--- src/rtl/pool_pkg.sv ---
// Shared types for the pooling stage: window encodings, FSM states, accumulator sizing.
// Build option: POOL_AVG_EN enables average pooling alongside max pooling.
package pool_pkg;

    typedef enum logic [1:0] {
        WIN_1   = 2'b00,
        WIN_2   = 2'b01,
        WIN_4   = 2'b10,
        WIN_RSV = 2'b11
    } win_size_e;

    typedef enum logic [1:0] {
        IDLE  = 2'd0,
        ACCUM = 2'd1,
        DONE  = 2'd2
    } pool_state_e;

    // Two guard bits hold the sum of four signed lanes without overflow.
    localparam int unsigned ACC_GUARD = 2;

    function automatic int unsigned acc_width(input int unsigned dw);
        return dw + ACC_GUARD;
    endfunction

    // Reserved encoding behaves as the widest window.
    function automatic logic [1:0] win_log2(input logic [1:0] enc);
        case (enc)
            WIN_1:   return 2'd0;
            WIN_2:   return 2'd1;
            default: return 2'd2;
        endcase
    endfunction

endpackage

--- src/rtl/pool_lane.sv ---
// One-lane reducer: load/max (or add) accumulator, final shift and mask gate.
// Build option: POOL_AVG_EN widens the accumulator and adds the sum/shift path.
module pool_lane
    import pool_pkg::*;
#(
    parameter int unsigned DWIDTH = 8
) (
    input  logic              clk,
    input  logic              resetn,
    input  logic              i_valid,
    input  logic              i_first,
    input  logic              i_last,
    input  logic              i_flush,
    input  logic              i_avg,
    input  logic [1:0]        i_shift,
    input  logic              i_mask,
    input  logic              i_flush_mask,
    input  logic [DWIDTH-1:0] i_data,
    output logic [DWIDTH-1:0] o_win_c,
    output logic [DWIDTH-1:0] o_flush_c
);

`ifdef POOL_AVG_EN
    localparam int unsigned AW = acc_width(DWIDTH);
`else
    localparam int unsigned AW = DWIDTH;
`endif

    logic signed [DWIDTH-1:0] w_in_s;
    logic signed [AW-1:0]     w_in_ext;
    logic signed [AW-1:0]     w_next;
    logic signed [AW-1:0]     w_win_res;
    logic signed [AW-1:0]     w_flush_res;
    logic signed [AW-1:0]     r_acc;

    assign w_in_s   = i_data;
    assign w_in_ext = AW'(w_in_s);

    // First vector of a window loads; later ones reduce into the accumulator.
    always_comb begin
        w_next = w_in_ext;
        if (!i_first) begin
`ifdef POOL_AVG_EN
            if (i_avg) begin
                w_next = r_acc + w_in_ext;
            end else if (r_acc > w_in_ext) begin
                w_next = r_acc;
            end
`else
            if (r_acc > w_in_ext) begin
                w_next = r_acc;
            end
`endif
        end
    end

`ifdef POOL_AVG_EN
    // Partial windows still divide by the full window size.
    assign w_win_res   = i_avg ? (w_next >>> i_shift) : w_next;
    assign w_flush_res = i_avg ? (r_acc >>> i_shift) : r_acc;
`else
    logic w_unused;
    assign w_unused    = ^{i_avg, i_shift};
    assign w_win_res   = w_next;
    assign w_flush_res = r_acc;
`endif

    assign o_win_c   = i_mask       ? DWIDTH'(w_win_res)   : '0;
    assign o_flush_c = i_flush_mask ? DWIDTH'(w_flush_res) : '0;

    always_ff @(posedge clk or negedge resetn) begin
        if (!resetn) begin
            r_acc <= '0;
        end else if (i_flush) begin
            r_acc <= '0;
        end else if (i_valid) begin
            r_acc <= i_last ? '0 : w_next;
        end
    end

endmodule

--- src/rtl/pool_stage.sv ---
// Pooling stage: reduces every W consecutive vectors lane-wise, with bypass and end-of-stream flush.
// Build option: POOL_AVG_EN honours pool_select (average pooling); otherwise max only.
module pool_stage
    import pool_pkg::*;
#(
    parameter int unsigned DWIDTH       = 8,
    parameter int unsigned MAT_MUL_SIZE = 4,
    parameter int unsigned MASK_WIDTH   = 4
) (
    input  logic                           clk,
    input  logic                           resetn,
    input  logic                           enable_pool,
    input  logic [1:0]                     pool_window_size,
    input  logic                           pool_select,
    input  logic                           in_data_available,
    input  logic [MAT_MUL_SIZE*DWIDTH-1:0] inp_data,
    input  logic [MASK_WIDTH-1:0]          validity_mask,
    output logic [MAT_MUL_SIZE*DWIDTH-1:0] out_data,
    output logic                           out_data_available,
    output logic                           done_pool
);

    localparam int unsigned VW = MAT_MUL_SIZE * DWIDTH;

    pool_state_e           r_state;
    logic [1:0]            r_cnt;
    logic [1:0]            r_log2w;
    logic                  r_avg;
    logic [MASK_WIDTH-1:0] r_mask;

    logic          w_start;
    logic [1:0]    w_log2w;
    logic          w_avg;
    logic [1:0]    w_cnt;
    logic [1:0]    w_last_idx;
    logic          w_first;
    logic          w_last;
    logic          w_flush;
    logic [VW-1:0] w_win_vec;
    logic [VW-1:0] w_flush_vec;

    // The first vector of a stream uses the live config; the rest use the latched copy.
    assign w_start    = in_data_available && (r_state != ACCUM);
    assign w_log2w    = w_start ? (enable_pool ? win_log2(pool_window_size) : 2'd0) : r_log2w;
    assign w_avg      = w_start ? pool_select : r_avg;
    assign w_cnt      = w_start ? 2'd0 : r_cnt;
    assign w_last_idx = 2'((3'd1 << w_log2w) - 3'd1);
    assign w_first    = (w_cnt == 2'd0);
    assign w_last     = (w_cnt == w_last_idx);
    assign w_flush    = (r_state == ACCUM) && !in_data_available && (r_cnt != 2'd0);

    for (genvar g = 0; g < MAT_MUL_SIZE; g++) begin : g_lane
        pool_lane #(
            .DWIDTH (DWIDTH)
        ) u_lane (
            .clk          (clk),
            .resetn       (resetn),
            .i_valid      (in_data_available),
            .i_first      (w_first),
            .i_last       (w_last),
            .i_flush      (w_flush),
            .i_avg        (w_avg),
            .i_shift      (w_log2w),
            .i_mask       (validity_mask[g]),
            .i_flush_mask (r_mask[g]),
            .i_data       (inp_data[g*DWIDTH +: DWIDTH]),
            .o_win_c      (w_win_vec[g*DWIDTH +: DWIDTH]),
            .o_flush_c    (w_flush_vec[g*DWIDTH +: DWIDTH])
        );
    end

    always_ff @(posedge clk or negedge resetn) begin
        if (!resetn) begin
            r_state            <= IDLE;
            r_cnt              <= 2'd0;
            r_log2w            <= 2'd0;
            r_avg              <= 1'b0;
            r_mask             <= '0;
            out_data           <= '0;
            out_data_available <= 1'b0;
            done_pool          <= 1'b0;
        end else begin
            out_data_available <= 1'b0;

            if (in_data_available) begin
                r_mask <= validity_mask;
                if (w_last) begin
                    out_data           <= w_win_vec;
                    out_data_available <= 1'b1;
                    r_cnt              <= 2'd0;
                end else begin
                    r_cnt <= w_cnt + 2'd1;
                end
            end

            case (r_state)
                IDLE, DONE: begin
                    if (in_data_available) begin
                        r_state   <= ACCUM;
                        r_log2w   <= w_log2w;
                        r_avg     <= w_avg;
                        done_pool <= 1'b0;
                    end
                end
                ACCUM: begin
                    // Falling edge of in_data_available ends the stream.
                    if (!in_data_available) begin
                        if (w_flush) begin
                            out_data           <= w_flush_vec;
                            out_data_available <= 1'b1;
                        end
                        r_cnt     <= 2'd0;
                        r_state   <= DONE;
                        done_pool <= 1'b1;
                    end
                end
                default: r_state <= IDLE;
            endcase
        end
    end

endmodule

--- config.mk ---
export PLATFORM = sky130hd
export DESIGN_NAME = pool_stage
export DESIGN_NICKNAME = d
export VERILOG_FILES = /design/src/rtl/pool_pkg.sv /design/src/rtl/pool_lane.sv /design/src/rtl/pool_stage.sv
export SDC_FILE = /design/constraint.sdc
export NUM_CORES = 1
export LEC_CHECK = 0
export ABC_CLOCK_PERIOD_IN_PS = 3750
export BUFFER_PORTS_ARGS = -buffer_cell sky130_fd_sc_hd__buf_4
export CAP_MARGIN = 10
export CORE_MARGIN = 4
export CORE_UTILIZATION = 42
export DETAILED_ROUTE_END_ITERATION = 7
export GPL_TIMING_DRIVEN = 0
export MAX_ROUTING_LAYER = met4
export PLACE_DENSITY = 0.67
export SLEW_MARGIN = 10
export SYNTH_ARGS = -nofsm -noshare
export SYNTH_HDL_FRONTEND = slang
export SYNTH_HIERARCHICAL = 1
export SYNTH_SLANG_ARGS = --single-unit
--- constraint.sdc ---
create_clock -name clk -period 3.75 [get_ports clk]
set_input_delay 0.75 -clock clk [delete_from_list [all_inputs] [get_ports clk]]
set_output_delay 0.75 -clock clk [all_outputs]
set_load 0.01 [all_outputs]
==> results.cfg, run 1 <==
[worst_setup_path]
critPathLaunchType = register
worstRegToRegCells = 7
crit_start = r_state[1]$_DFFE_PN0P_
rrSetupSlack_ns = 0.74
critPathTopFamily = simple AND/OR/NAND/NOR gates
cp_max_fo = 17
crit_cells = 7
r2r_start = r_state[1]$_DFFE_PN0P_
worstPathArrival_ns = 3.24
cp_cell_sequence = nand2b_1, nor3_1, clkbuf_1, nor2_1, nand3_1, o32ai_4, a22o_1
cpMaxStageDelayCell = clkbuf_1
path_class = register to register
worstSetupEndpoint = g_lane[2].u_lane/r_acc[4]$_DFFE_PN0P_
critPathBufInv = 1
r2r-end = g_lane[2].u_lane/r_acc[4]$_DFFE_PN0P_
slowest_delay_ns = 0.81
critPathRequiredTime_ns = 3.97
end_kind = register

[detailed_routing]
wl_mm = 14.49
route.detailed.drc = 0
wl_per_cell_um = 18.37
wl_met1_mm = 6.682
wl_met3_um = 732
dr.pass1.iters = 4
drt_iter0_drc = 354
top_layer_used = met4
vias = 4656
met2_length_mm = 6.838
via_per_inst = 5.901
ant_nets = 0

[global_routing]
antenna_found_initial = 0
track_usage_pct = 20.85
grt_pass1_wl_mm = 24.01
grt_overflow = 0
grt_max_degree = 77
grt_pass1_vias = 4682

[clock_network]
clk_pin_slew_ns = 0.06
htreeDepth = 3
clk_latency_ns = 0.34
postCtsSetupBuffers = 0
cts_buffer_depth = 2
tritoncts = yes
numCtsBuffers = 9
root_buffer = clkbuf_16
numClockSinks = 76
cts_hold_buf = 0
ctsResizeCount = 0

[timing]
setup_viol = 0
hold_viol = 0
worst_pin_slew_ns = 1.001
max_freq_ghz = 0.3319
fin_crit_ns = 3.013
rsz0062_at_grt = false
timing.setup.tns_ns = 0
finClkSkew_ns = 0.009181
drv_slew = 0
finalCritPeriodShare_pct = 80.35
relSlewSlack_pct = 33.29

[yosys]
yosysWarnings = 6
synth_nets = 602
synth_area_per_cell_um2 = 10.30
syn_area_um2 = 5416
netlist_instances = 526

[place]
portBuffers = 75
dp.cells = 773
hpwlAfterDp_mm = 10.20
place_area_um2 = 6195
gp_congestion = 0.8879

[power]
total_power_mw = 3.671
p_per_area_nw_per_um2 = 564.9
ir_drop_mv = 0.2619
leakagePower_nw = 2.969

[die]
die-area_um2 = 14780
floorplan.initialDensity_pct = 42.92
die_w_um = 121.6
dieHeight_um = 121.6
core_um2 = 12620
rows = 41
pin_count = 77

[outcome]
status = finished clean

[cells_and_area]
n_antenna_cell = 0
stdcell_count = 789
area_growth_pct = 19.98
drive_gt1_share_pct = 25.45
layout.nets = 688
fin_area_um2 = 6499

[flow_run]
max_cap_viol_count = 0

[worst_hold_path]
min_path_type = register to register
[flip-flops by register name (all words and copies together), names as in the netlist]
signal and flops:
g_lane.u_lane/r_acc 32, out_data 32, r_mask 4, r_cnt 2, r_log2w 2, r_state 2, done_pool 1, out_data_available 1
[where the power goes]
group	total, mW	internal (mW)	switching (mW)
logic	1.58	0.722	0.857
clock network	0.897	0.550	0.347
registers	1.19	1.02	0.179
total	3.67	2.29	1.38
[routing by layer]
layer	vias to the layer above	GRT usage [%]
met5	-	-
met4	0	7.213
met3	21	3.714
met2	133	31.33
met1	2285	28.56
li1	2217	-
[area by class of cell]
| class | instances | area, um^2 |
|---|---|---|
| Buffer | 28 | 210.2 |
| Clock buffer | 12 | 256.5 |
| Clock inverter | 4 | 47.55 |
| Fill cell | 1210 | 6121 |
| Inverter | 37 | 138.9 |
| Multi-Input combinational cell | 385 | 3166 |
| Sequential cell | 76 | 1902 |
| Tap cell | 172 | 215.2 |
| Timing Repair Buffer | 75 | 563.0 |
[layout by cell type, fill, tap and decap left out, types with 9 or more instances in the layout]
| cell type | n |
|---|---|
| buf_4 | 75 |
| inv_1 | 37 |
| a22o_1 | 32 |
| o31ai_1 | 32 |
| nor2_1 | 12 |
| dfrtp_1 | 76 |
| clkbuf_16 | 9 |
| nand4_1 | 40 |
| nand2_1 | 14 |
| a221o_1 | 32 |
| buf_6 | 12 |
| buf_2 | 11 |
| and2_1 | 64 |
| ha_1 | 33 |
| a21oi_1 | 37 |
[per-stage QoR]
stage | util (%) | hold WS (ns) | setup slack, ns
2_1_floorplan | - | 0.4544 | 1.252
3_3_place_gp | 49.09 | 0.4976 | 0.4264
3_5_place_dp | 49.09 | 0.5043 | 0.3649
4_1_cts | 51.50 | 0.5174 | 0.6744
5_1_grt | 51.50 | 0.5445 | 0.4352
6_report | 51.50 | 0.5081 | 0.7367
[worst min path at each step]
stage | from | to | slack, ns | depth (start not counted)
after detailed placement | out_data[19]$_DFF_PN0_ | out_data[19]$_DFF_PN0_ | 0.50 | 1
after global routing | out_data[25]$_DFF_PN0_ | out_data[25]$_DFF_PN0_ | 0.54 | 1
final | out_data[19]$_DFF_PN0_ | out_data[19]$_DFF_PN0_ | 0.51 | 1
after floorplan | resetn | done_pool$_DFFE_PN0P_ | 0.45 | 0
after CTS | out_data[19]$_DFF_PN0_ | out_data[19]$_DFF_PN0_ | 0.52 | 1
after global placement | r_state[1]$_DFFE_PN0P_ | r_state[0]$_DFFE_PN0P_ | 0.50 | 1
Power figures use the tool's default switching activity.
==> run 2: changes to the inputs <==
ABC_AREA = 1   (was unset)
ABC_CLOCK_PERIOD_IN_PS = 2900   (was 3750)
clock period = 2.9 ns   (was 3.75 ns; I/O delays follow)
==> results.cfg, run 2 <==
[timing]
fin_ws_ns = 0.4286
whs_ns = 0.3821
hold_viol = 0
fin_crit_ns = 2.471
worst_pin_slew_ns = 1.001
max_freq_ghz = 0.4046
finalCritPeriodShare_pct = 85.22
timing.setup.tns_ns = 0
drv_slew = 0
setup_viol = 0
finClkSkew_ns = 0.005341
relSlewSlack_pct = 33.26
rsz0062_at_grt = false

[cells_and_area]
mostFrequentLayoutCells = nand2_1 (321), inv_1 (193), buf_4 (78)
reg.largest.list = g_lane.u_lane/r_acc x32, out_data x32, r_mask x4
final.fill_count = 1410
area_growth_pct = 18.47
final_common_cell = nand2_1
n_antenna_cell = 0
drive_gt1_share_pct = 14.37
layout.nets = 1045
stdcell_count = 1150

[detailed_routing]
drt_iter0_drc = 350
ant_nets = 0
dr.pass1.iters = 4
vias = 5536
wl_per_cell_um = 12.62
wl_mm = 14.51
route.detailed.drc = 0
via_per_inst = 4.814

[clock_network]
cts_buffer_depth = 2
ctsResizeCount = 0
numClockSinks = 76
postCtsSetupBuffers = 0
root_buffer = clkbuf_16
clk_latency_ns = 0.34
clk_pin_slew_ns = 0.06
htreeDepth = 3
tritoncts = yes
cts_hold_buf = 0
numCtsBuffers = 9

[worst_setup_path]
cp_common_cell = nand2_1
critPathRequiredTime_ns = 3.18
rrSetupSlack_ns = 0.43
end_kind = register
critPathLaunchType = register
critPathTopFamily = simple AND/OR/NAND/NOR gates
slowest_delay_ns = 0.47
cpMaxStageDelayCell = a21oi_2
cp_cell_sequence = nand2_2, nand2_4, nand2_1, ha_1, a21oi_2, nand3_4, nand2_1, nand2_1, nor2_1, inv_1, nand4_1, nand3_1, nand2_1
path_class = register to register
worstPathArrival_ns = 2.75
cp_max_fo = 9
critPathBufInv = 1

[die]
core_um2 = 13350
dieHeight_um = 125.2
die_w_um = 125.2
pin_count = 77
die-area_um2 = 15670
rows = 42
floorplan.initialDensity_pct = 43.19

[power]
leakagePower_nw = 4.187
total_power_mw = 6.217
ir_drop_mv = 0.4369
p_per_area_nw_per_um2 = 910.3

[yosys]
synth_nets = 959
yosysWarnings = 6
synth_area_per_cell_um2 = 6.529
syn_area_um2 = 5766
netlist_instances = 883

[place]
portBuffers = 75
dp.cells = 1134
place_ws_ns = 0.2223
gp_congestion = 0.8405
hpwlAfterDp_mm = 10.45

[global_routing]
grt_pass1_wl_mm = 24.87
track_usage_pct = 19.68
grt_overflow = 0
grt_max_degree = 77
grt_pass1_vias = 5310
antenna_found_initial = 0

[worst_hold_path]
min_path_type = input pin to async pin

[outcome]
status = finished clean

[flow_run]
max_cap_viol_count = 0
-- run 2: cell types whose count changed in the layout (fill, tap and decap cells not counted), sizes merged, moves of 5 or more --
cell / delta
nor2: +43
nand2: +316
o31ai: -30
nand4: +25
nand3: +74
buf: -7
a31oi: -5
o21ai: -5
inv: +156
a221o: -32
a21oi: -27
a22o: -32
and2: -64
-- run 2: per-stage QoR --
step                      cell area (um^2)  util, %
after floorplan                       5766        -
after global placement                6549    49.06
after detailed placement              6549    49.06
after CTS                             6830    51.17
after global routing                  6830    51.17
final                                 6830    51.17
-- run 2: layout make-up --
cell class                      instances  area (um^2)  share of cell area, %
Clock inverter                          3        21.27                 0.3114
Tap cell                              176        220.2                  3.224
Timing Repair Buffer                   75        563.0                  8.243
Buffer                                 24        135.1                  1.978
Clock buffer                           13        260.3                  3.810
Sequential cell                        76         1902                  27.84
Multi-Input combinational cell        590         3004                  43.98
Inverter                              193        724.4                  10.61
-- run 2: final timing paths --
kind | startpoint | cells past startpoint | end
worst max-delay path | r_state[0]$_DFFE_PN0P_ | 13 | out_data[31]$_DFF_PN0_
worst min-delay path | resetn | 1 | g_lane[0].u_lane/r_acc[4]$_DFFE_PN0P_
worst max register to register | r_state[0]$_DFFE_PN0P_ | 13 | out_data[31]$_DFF_PN0_
worst min register to register | r_mask[0]$_DFFE_PN0P_ | 2 | r_mask[0]$_DFFE_PN0P_
max in group asynchronous | resetn | 1 | out_data[25]$_DFF_PN0_
min in group clk | validity_mask[2] | 3 | r_mask[2]$_DFFE_PN0P_
-- run 2: power breakdown --
| group | switching [mW] | leakage, nW | internal [mW] |
|---|---|---|---|
| clock network | 0.458 | 0.136 | 0.627 |
| registers | 0.388 | 0.947 | 1.51 |
| logic | 1.97 | 3.10 | 1.26 |
-- run 2: routing by layer --
metal	vias to the layer above	wire, um	GRT usage, %
met5	-	0	-
met4	0	232	5.038
met3	21	587	4.136
met2	110	6756	31.51
met1	2502	6937	25.59
li1	2903	-	-
==> run 3: changes to the inputs <==
ABC_AREA = unset   (was 1)
==> results.cfg, run 3 (synthesis gave the netlist of run 1 again) <==
[die]
pin_count = 77
die_w_um = 121.6
rows = 41
die-area_um2 = 14780
core_um2 = 12620
floorplan.initialDensity_pct = 42.92
dieHeight_um = 121.6

[detailed_routing]
wl_mm = 14.50
ant_nets = 0
via_per_inst = 5.905
dr.pass1.iters = 5
vias = 4659
drt_iter0_drc = 350
route.detailed.drc = 0
wl_per_cell_um = 18.38

[clock_network]
ctsResizeCount = 1
numCtsBuffers = 9
cts_buffer_depth = 2
postCtsSetupBuffers = 0
clk_latency_ns = 0.34
clk_pin_slew_ns = 0.06
root_buffer = clkbuf_16
tritoncts = yes
htreeDepth = 3
numClockSinks = 76
cts_hold_buf = 0

[global_routing]
grt_pass1_vias = 4682
grt_max_degree = 77
track_usage_pct = 20.85
antenna_found_initial = 0
grt_overflow = 0
grt_pass1_wl_mm = 24.01

[place]
hpwlAfterDp_mm = 10.20
portBuffers = 75
place_ws_ns = -0.3151
dp.cells = 773
gp_congestion = 0.8879
place_area_um2 = 6195

[worst_setup_path]
critPathLaunchType = register
cp_max_fo = 17
worstPathArrival_ns = 2.89
end_kind = register
critPathRequiredTime_ns = 3.12
path_class = register to register

[cells_and_area]
layout.nets = 688
n_antenna_cell = 0
mostFrequentLayoutCells = dfrtp_1 (76), buf_4 (75), and2_1 (64)
reg.largest.list = g_lane.u_lane/r_acc x32, out_data x32, r_mask x4
final.fill_count = 1210
fin_area_um2 = 6500
stdcell_count = 789
drive_gt1_share_pct = 25.61
final_common_cell = dfrtp_1
final_util_pct = 51.51
area_growth_pct = 20.00

[power]
p_comb_share_pct = 43.0
power.share.clock_pct = 24.4
p_per_area_nw_per_um2 = 730.6
p_seq_share_pct = 32.5
p_int_mw = 2.958
ir_drop_mv = 0.3395
total_power_mw = 4.749
p_sw_share_pct = 37.71
leakagePower_nw = 2.973
switching_power_mw = 1.791

[timing]
relSlewSlack_pct = 33.24
drv_slew = 0
hold_viol = 0
timing.setup.tns_ns = 0
fin_ws_ns = 0.2308
finalCritPeriodShare_pct = 92.04
worst_pin_slew_ns = 1.001
max_freq_ghz = 0.3746
whs_ns = 0.3992
fin_crit_ns = 2.669
rsz0062_at_grt = false
finClkSkew_ns = 0.007095
setup_viol = 0

[flow_run]
max_cap_viol_count = 0

[outcome]
status = finished clean

[worst_hold_path]
min_path_type = input pin to async pin
run 3: cell count changes in the layout (fill, tap and decap cells not counted), sizes merged, moves of 7 or more:
cell | previous run | this run
nand2 | 330 | 14
and2 | 0 | 64
buf | 91 | 98
o31ai | 2 | 32
nor2 | 55 | 12
nand4 | 65 | 40
nand3 | 79 | 5
a22o | 0 | 32
a21oi | 14 | 41
inv | 193 | 37
a221o | 0 | 32
run 3: final timing paths:
kind / startpoint / end / slack, ns / cells past startpoint
min in group clk: inp_data[27] / g_lane[3].u_lane/r_acc[3]$_DFFE_PN0P_ / 0.48 / 2
max in group asynchronous: resetn / r_log2w[1]$_DFFE_PN0P_ / 1.84 / 1
min reg2reg: out_data[19]$_DFF_PN0_ / out_data[19]$_DFF_PN0_ / 0.51 / 1
max: r_state[1]$_DFFE_PN0P_ / g_lane[2].u_lane/r_acc[4]$_DFFE_PN0P_ / 0.23 / 7
max reg2reg: r_state[1]$_DFFE_PN0P_ / g_lane[2].u_lane/r_acc[4]$_DFFE_PN0P_ / 0.23 / 7
min: resetn / out_data[11]$_DFF_PN0_ / 0.40 / 1
run 3: final cells by class:
cell class                 count  area [um^2]  share of cell area, %
clock inverter                 4        47.55                 0.7315
buffer                        28        211.5                  3.253
tap                          172        215.2                  3.311
sequential                    76         1902                  29.26
clock buffer                  12        256.5                  3.946
inverter                      37        138.9                  2.137
multi-input combinational    385         3166                  48.70
timing repair buffer          75        563.0                  8.662
run 3: power by group through the flow:
stage,registers [mW],logic [mW],clock network [mW]
after floorplan,1.55,1.37,0
after global placement,1.55,1.96,0
after detailed placement,1.56,2.03,0
after CTS,1.55,2.04,1.18
after global routing,1.59,2.23,1.23
final,1.55,2.04,1.16
run 3: critical path: stages (launching register included):
cell      delay, ns
dfrtp_1        0.41
nand2b_1       0.24
nor3_1         0.71
clkbuf_2       0.53
nor2_1         0.12
nand3_1        0.15
o32ai_4        0.14
a22o_1         0.24
run 3: routing by layer:
| metal | part of all wire [%] | wire, um | vias up | global-route usage, % |
|---|---|---|---|---|
| met5 | 0 | 0 | - | - |
| met4 | 1.9 | 272 | 0 | 7.213 |
| met3 | 4.7 | 685 | 23 | 3.714 |
| met2 | 47 | 6817 | 127 | 31.33 |
| met1 | 46 | 6729 | 2293 | 28.56 |
| li1 | - | - | 2216 | - |
